==> config.mk <==
export PLATFORM = sky130hd
export DESIGN_NAME = rob_recovery_ctrl
export DESIGN_NICKNAME = d
export VERILOG_FILES = /design/src/rtl/rob_recovery_ctrl.sv
export SDC_FILE = /design/constraint.sdc
export NUM_CORES = 1
export LEC_CHECK = 0
export CAP_MARGIN = 15
export CORE_ASPECT_RATIO = 0.9
export CORE_MARGIN = 2
export CORE_UTILIZATION = 45
export DETAILED_ROUTE_END_ITERATION = 8
export PLACE_DENSITY = 0.81
export SYNTH_ARGS = -nofsm -noshare
export SYNTH_HDL_FRONTEND = slang
export SYNTH_SLANG_ARGS = --single-unit
==> constraint.sdc <==
create_clock -name clk -period 8.78 [get_ports clk]
set_clock_uncertainty 0.15 [all_clocks]
set_input_delay 1.756 -clock clk [delete_from_list [all_inputs] [get_ports clk]]
set_output_delay 1.756 -clock clk [all_outputs]
set_load 0.01 [all_outputs]
==> src/rtl/rob_recovery_ctrl.sv <==
// rob_recovery_ctrl
// -----------------------------------------------------------------------------
// Mispredict recovery sequencer for the reorder buffer.
//
// The ROB head entry is watched. When it is complete and flagged as a branch
// or load mispredict, a pipeline-wide flush is held for FLUSH_CYCLES cycles.
// A single redirect is then offered to fetch until fetch accepts it.
//
// While idle, a side tracker records the correct target of the oldest
// mispredicted branch reported by ALU writebacks. This means the redirect PC
// is already known when that branch reaches the head.
//
// Ports:
//   clk, rst_aL            clock, synchronous active-low reset
//   head_*                 ROB head entry: valid, id, pc, completed,
//                          branch/load mispredict flags
//   alu_wb_*               ALU writeback: valid, rob id, mispredict flag,
//                          correct branch target
//   redirect_ready         fetch accepts the redirect
//   flush                  clear ROB pointers, IIQ, LSQ and fetch queue
//   stall_dispatch         block dispatch enqueue
//   redirect_valid/_pc     restart request to fetch
//   recovery_busy          recovery sequence in progress
//   recovery_err           sticky: a branch recovered without a captured target
//   n_br_recoveries        saturating count of branch recoveries
//   n_ld_recoveries        saturating count of load recoveries
// -----------------------------------------------------------------------------
module rob_recovery_ctrl #(
  parameter int ROB_ID_WIDTH = 4,
  parameter int PC_WIDTH     = 32,
  parameter int FLUSH_CYCLES = 2
) (
  input  logic                    clk,
  input  logic                    rst_aL,
  input  logic                    head_valid,
  input  logic [ROB_ID_WIDTH-1:0] head_rob_id,
  input  logic [PC_WIDTH-1:0]     head_pc,
  input  logic                    head_reg_ready,
  input  logic                    head_br_mispredict,
  input  logic                    head_ld_mispredict,
  input  logic                    alu_wb_valid,
  input  logic [ROB_ID_WIDTH-1:0] alu_wb_rob_id,
  input  logic                    alu_wb_br_mispredict,
  input  logic [PC_WIDTH-1:0]     alu_wb_br_target,
  input  logic                    redirect_ready,
  output logic                    flush,
  output logic                    stall_dispatch,
  output logic                    redirect_valid,
  output logic [PC_WIDTH-1:0]     redirect_pc,
  output logic                    recovery_busy,
  output logic                    recovery_err,
  output logic [15:0]             n_br_recoveries,
  output logic [15:0]             n_ld_recoveries
);

  // The counter only needs to hold FLUSH_CYCLES-1.
  localparam int CNT_W = (FLUSH_CYCLES > 1) ? $clog2(FLUSH_CYCLES) : 1;
  localparam logic [CNT_W-1:0] CNT_LOAD = CNT_W'(FLUSH_CYCLES - 1);

  typedef enum logic [1:0] {
    ST_IDLE     = 2'd0,
    ST_FLUSH    = 2'd1,
    ST_REDIRECT = 2'd2
  } state_t;

  state_t                  state_q, state_d;
  logic [CNT_W-1:0]        cnt_q, cnt_d;

  logic                    tgt_valid;
  logic [ROB_ID_WIDTH-1:0] tgt_id;
  logic [PC_WIDTH-1:0]     tgt_pc;

  logic                    is_idle;
  logic                    trigger;
  logic                    capture;
  logic                    tgt_match;
  logic [ROB_ID_WIDTH-1:0] wb_age;
  logic [ROB_ID_WIDTH-1:0] tgt_age;

  assign is_idle = (state_q == ST_IDLE);

  // A trigger can only start a recovery from IDLE. Once the sequence is running,
  // the head is ignored.
  assign trigger = is_idle & head_valid & head_reg_ready &
                   (head_br_mispredict | head_ld_mispredict);

  // Age is the distance from the head, modulo the ROB depth. The subtraction
  // wraps naturally in ROB_ID_WIDTH bits, so id 15 is older than id 1 when the
  // head is at 14.
  assign wb_age  = alu_wb_rob_id - head_rob_id;
  assign tgt_age = tgt_id - head_rob_id;

  // An equal age means the same entry, so a later report replaces the earlier one.
  assign capture = is_idle & alu_wb_valid & alu_wb_br_mispredict &
                   (!tgt_valid | (wb_age <= tgt_age));

  assign tgt_match = tgt_valid & (tgt_id == head_rob_id);

  // Next-state logic. The flush counter is loaded on entry, so FLUSH lasts
  // exactly FLUSH_CYCLES cycles.
  always_comb begin
    state_d = state_q;
    cnt_d   = cnt_q;
    case (state_q)
      ST_IDLE: begin
        if (trigger) begin
          state_d = ST_FLUSH;
          cnt_d   = CNT_LOAD;
        end
      end
      ST_FLUSH: begin
        if (cnt_q == '0) begin
          state_d = ST_REDIRECT;
        end else begin
          cnt_d = cnt_q - CNT_W'(1);
        end
      end
      ST_REDIRECT: begin
        if (redirect_ready) begin
          state_d = ST_IDLE;
        end
      end
      default: begin
        state_d = ST_IDLE;
        cnt_d   = '0;
      end
    endcase
  end

  always_ff @(posedge clk) begin
    if (!rst_aL) begin
      state_q <= ST_IDLE;
      cnt_q   <= '0;
    end else begin
      state_q <= state_d;
      cnt_q   <= cnt_d;
    end
  end

  // Oldest-target tracker. When a trigger occurs, the tracker is cleared even
  // if a capture happens in the same cycle. The trigger has already used the
  // values from before the capture. After a flush, every tracked branch is gone.
  always_ff @(posedge clk) begin
    if (!rst_aL) begin
      tgt_valid <= 1'b0;
      tgt_id    <= '0;
      tgt_pc    <= '0;
    end else if (trigger) begin
      tgt_valid <= 1'b0;
    end else if (capture) begin
      tgt_valid <= 1'b1;
      tgt_id    <= alu_wb_rob_id;
      tgt_pc    <= alu_wb_br_target;
    end
  end

  // Recovery bookkeeping is latched on the edge that enters FLUSH. This keeps
  // redirect_pc stable for the rest of the sequence. A load refetches itself
  // and takes priority when both flags are set. A branch with no captured
  // target falls back to the fall-through PC and raises the sticky error.
  always_ff @(posedge clk) begin
    if (!rst_aL) begin
      redirect_pc     <= '0;
      recovery_err    <= 1'b0;
      n_br_recoveries <= '0;
      n_ld_recoveries <= '0;
    end else if (trigger) begin
      if (head_ld_mispredict) begin
        redirect_pc <= head_pc;
        if (n_ld_recoveries != 16'hFFFF) begin
          n_ld_recoveries <= n_ld_recoveries + 16'd1;
        end
      end else begin
        if (tgt_match) begin
          redirect_pc <= tgt_pc;
        end else begin
          redirect_pc  <= head_pc + PC_WIDTH'(4);
          recovery_err <= 1'b1;
        end
        if (n_br_recoveries != 16'hFFFF) begin
          n_br_recoveries <= n_br_recoveries + 16'd1;
        end
      end
    end
  end

  assign flush          = (state_q == ST_FLUSH);
  assign redirect_valid = (state_q == ST_REDIRECT);
  assign recovery_busy  = !is_idle;
  assign stall_dispatch = !is_idle | trigger;

endmodule

Yosys cells after proc, flatten, opt, wreduce, memory -nomap -nowiden --
Index checks and enable logic that the tools add are counted.
Word-level totals: output and inout port bits 69, memories 0, bits of input ports 81, latch bits 0, bits in writable memories 0, ROM bits 0, register bits 105, logic and storage cells 58
Operators by class: reduce and logical (&&, ||, !) cells 10, div/mod/pow operators 0, shifts and indexed selects 0, $lt $le $gt $ge 1, mux-type cells 9, $mul 0, eq/ne operators 8, add/subtract/negate cells 6, bitwise gates (word level) 15
Operators with widths (count):
- 32-bit 2-to-1 mux | 2
- 16-bit by 1-bit adder with 16-bit output, second input constant | 2
- 32-bit by 3-bit adder with 32-bit output, second input constant | 1
- 16-bit != test, second input constant | 2
- 3-bit AND reduction | 4
- 4-bit subtractor | 2
- 1-bit AND | 7
- 2-bit 2-to-1 mux | 3
- 2-bit != test, second input constant | 3
- 2-bit case mux with 3 select lines | 1
- 1-bit NOT | 5
- 4-bit equality test | 1
- 4-bit less-or-equal comparator | 1
- 2-bit AND reduction | 2
- 1-bit OR | 3
- 1-bit case mux with 3 select lines | 1
- 2-bit by 1-bit equality test with 1-bit output, second input constant | 1
- 2-bit equality test, second input constant | 1
- 1-bit zero test | 2
- 2-bit zero test | 1
- 1-bit 2-to-1 mux | 2
- 2-bit OR reduction | 1
- 1-bit subtractor, second input constant | 1

Logic depth before layout (Yosys ltp) --
depth in word-level cells 6, mapped depth 14, gate-level depth less buffers 12

Worst setup path before layout --
Ideal clock, no wire load.
kind input to output, start in head_reg_ready, end out stall_dispatch, path slack 4.276 ns, data required time 6.874 ns, cell stages on the path 4, data arrival time 2.598 ns, buffers on the path 1, path through and4bb_2 o21ai_1 clkbuf_1 nand2_1
On the way: word-level cells in the longest chain between the ends 3
Ends and longest elaborated chain:
- start: declaration | RTL line 38 | input logic head_reg_ready,
- 1-bit AND (2 in a row) | RTL line 84 | assign trigger = is_idle & head_valid & head_reg_ready &
- 1-bit OR | RTL line 190 | assign stall_dispatch = !is_idle | trigger;
- end: declaration | RTL line 47 | output logic stall_dispatch,
No other way between the ends.

Worst setup path in the final report --
start in head_ld_mispredict, end out stall_dispatch
On the way: word-level cells in the longest chain between the ends 3
Ends and longest elaborated chain:
- start: declaration | RTL line 40 | input logic head_ld_mispredict,
- 1-bit OR | RTL line 85 | (head_br_mispredict | head_ld_mispredict);
- 1-bit AND | RTL line 84
- 1-bit OR | RTL line 190
No other way between the ends.

==> flow_metrics.py <==
metrics = {
    "run_status": {
        "status": "finished, final reports clean",
    },
    "global_route": {
        "grt_pass1_wl_mm": 26.4,
        "track_usage": 0.242,
        "overflow": 0,
        "grt_pass1_vias": 5205,
        "grt_max_degree": 53,
        "antenna_found_initial": 0,
    },
    "die": {
        "rows": 39,
        "initial_core_util": 0.455,
        "die_h_um": 111,
        "io_pins": 150,
        "dieArea_mm2": 0.0136,
        "core_mm2": 0.0125,
        "die_x_um": 123,
    },
    "synth": {
        "synth_seq_cells": 105,
        "synth_top_area_share": 0.368,
        "syn_avg_cell_area_um2": 8.26,
        "synth_area_mm2": 0.00571,
        "syn_nets": 787,
        "synthCells": 691,
        "synth_top_cell_by_area": "dfxtp_1",
        "async_reset_ff_frac": 0,
        "ys.flop_type": "dfxtp_1",
        "synth-edff-count": 0,
        "yosysUniqueCellTypes": 70,
        "ys_seq_area_frac": 0.368,
        "yosysWarnings": 0,
        "synth_area_leaders": "dfxtp_1 37%, nand3_1 5.7%, a21oi_1 4.6%, o21ai_0 4.2%, xnor2_1 4.0%",
    },
    "setup_path": {
        "critPathCaptureType": "output pin",
        "cp-start-kind": "input port",
        "crit_path_max_incr_delay_ns": 0.82,
        "cpMostUsedCell": "clkdlybuf4s50_1",
        "crit_chain": "clkdlybuf4s50_1 > o21ai_2 > buf_4 > nand2_1 > clkdlybuf4s50_1",
        "cpMaxStageDelayCell": "clkdlybuf4s50_1",
        "crit_end": "stall_dispatch",
        "startpoint": "head_ld_mispredict",
        "required_ns": 6.87,
        "reg2reg_depth": 10,
        "r2r_start": "tgt_id[0]",
        "r2r_slack_ns": 5.64,
        "crit_type": "in -> out",
        "worstReg2RegEnd": "tgt_pc[7]",
        "crit_fanout": 33,
        "cp.arrival_ns": 3.90,
    },
    "timing": {
        "fin_crit_sh": 0.661,
        "max-slew-margin-rel": 0.241,
        "period_needed_ns": 5.80,
        "slew_violations": 0,
        "clock.fmax_ghz": 0.172,
        "rsz0062_at_grt": "no",
        "tightest_slew_ns": 1.14,
        "setup_violations": 0,
        "report.final.hold_viol_count": 0,
        "setup_tns_ns": 0,
    },
    "place": {
        "dp_hpwl_mm": 12.1,
        "io_buffers": 149,
        "place_congestion": 0.922,
    },
    "clock_tree": {
        "max-clock-path-buffers": 2,
        "cts_setup_buffers": 0,
        "clock-sinks": 105,
        "cts-root-buf": "clkbuf_16",
        "path_clk_slew_ns": 0.07,
        "insertion_delay_ns": 0.35,
        "cts_buffers": 9,
        "h-tree-depth": 3,
        "hold_buffers": 0,
        "tritoncts": "yes",
        "postCtsResizedCells": 0,
    },
    "power": {
        "p_per_area_mw_per_mm2": 142,
        "switching_power_mw": 0.295,
        "comb_power_share": 0.174,
        "vdd_drop_max_v": 0.000100,
        "clockPowerShare": 0.354,
        "swShare": 0.275,
        "leakagePower_nw": 2.59,
        "intPower_mw": 0.777,
        "power_frac_seq": 0.472,
    },
    "route": {
        "via_per_inst": 5.83,
        "dr.pass1.iters": 9,
        "drc": 0,
        "ant_nets": 0,
        "vias": 5725,
        "drt_wl_total_mm": 16.7,
        "wire_per_inst_um": 17.1,
        "drtIter0Drc": 608,
    },
    "finish": {
        "drive_gt1_frac": 0.0623,
        "utilization": 0.603,
        "diodes": 0,
        "final_common_cell": "clkdlybuf4s50_1",
        "area_growth_pct": 32.5,
        "nets": 909,
        "layout_common_cells": "149 x clkdlybuf4s50_1, 105 x dfxtp_1, 65 x nand3_1, 55 x nor2_1, 52 x a21oi_1",
    },
    "run": {
        "drv_cap": 0,
    },
    "min_path": {
        "hp-class": "reg -> reg",
    },
}
==> logic make-up after synthesis <==
logic type,count (synthesis),synth area share
compound gates,184,0.204
fa+ha+maj,15,0.0355
buf+inv,63,0.0432
xor+xnor,48,0.0736
simple gates,269,0.263
flops,105,0.368
mux,7,0.0127
==> worst min-delay path by stage <==
stage | from | to | slack [ns] | cells past startpoint
final | redirect_pc[10] | redirect_pc[10] | 0.32 | 2
after global routing | redirect_pc[10] | redirect_pc[10] | 0.34 | 2
after detailed placement | redirect_pc[10] | redirect_pc[10] | 0.32 | 2
after floorplan | cnt_q | state_q[0] | 0.29 | 2
after global placement | recovery_err | recovery_err | 0.31 | 2
after CTS | redirect_pc[10] | redirect_pc[10] | 0.32 | 2
==> cell type report <==
cell class | instances | area, µm²
multi-input cells | 523 | 3370
well taps | 164 | 205
fillers | 1140 | 4980
clock buffers | 10 | 229
inverters | 18 | 67.6
repair buffers | 156 | 1540
clock inverters | 6 | 42.5
flip-flops and latches | 105 | 2100
==> critical path, delay by kind of cell <==
kind	cells	cell delay, ns
buffers and inverters	3	1.71
and+or+nand+nor	1	0.12
AOI/OAI and AO/OA	1	0.30
==> stage by stage <==
step / cell area (µm²) / total power [mW] / hold slack [ns] / worst slack [ns] / instances
CTS: 7560 / 1.07 / 0.325 / 2.98 / 982
finish: 7560 / 1.07 / 0.324 / 2.98 / 982
detailed placement: 7290 / 0.701 / 0.315 / 2.99 / 966
global placement: 7290 / 0.697 / 0.306 / 3.06 / 966
floorplan: 5710 / 0.610 / 0.295 / 4.28 / 691
global route: 7560 / 1.11 / 0.344 / 2.83 / 982
==> synthesized netlist by cell type (4+ instances only) <==
cell / count
xnor2_1: 26
a21oi_1: 53
and2_1: 7
xor2_1: 22
dfxtp_1: 105
and3_1: 9
inv_1: 17
buf_2: 5
clkbuf_1: 36
nor3_1: 12
a22oi_1: 7
mux2i_1: 5
nor2_1: 55
nand2_1: 45
nor2b_1: 4
nand2b_1: 7
o21ai_0: 48
nand4_1: 23
a31oi_1: 6
nor3_2: 5
o22ai_1: 14
ha_1: 13
a211oi_1: 6
nand3_1: 65
a222oi_1: 10
nor4_1: 8
==> power by group through the flow <==
stage,sequential [mW],clock (mW),combinational [mW]
2_1_floorplan,0.517,0,0.0932
3_3_place_gp,0.517,0,0.181
3_5_place_dp,0.517,0,0.184
4_1_cts,0.506,0.384,0.185
5_1_grt,0.508,0.404,0.203
6_report,0.506,0.379,0.187
==> per-layer routing <==
metal  global-route usage  vias up  wire length [µm]
met3               0.0489       25              1470
met1                0.334     2643              7250
li1                     -     2801                 -
met2                0.381      256              7680
met5                    0        -                 0
met4               0.0705        0               346
==> flip-flops by register name, summed over array words and instances, names as in the netlist <==
| name | cells |
|---|---|
| redirect_pc | 32 |
| tgt_pc | 32 |
| n_br_recoveries | 16 |
| n_ld_recoveries | 16 |
| tgt_id | 4 |
| state_q | 2 |
| cnt_q | 1 |
| recovery_err | 1 |
| tgt_valid | 1 |
Power figures use the tool's default switching activity.
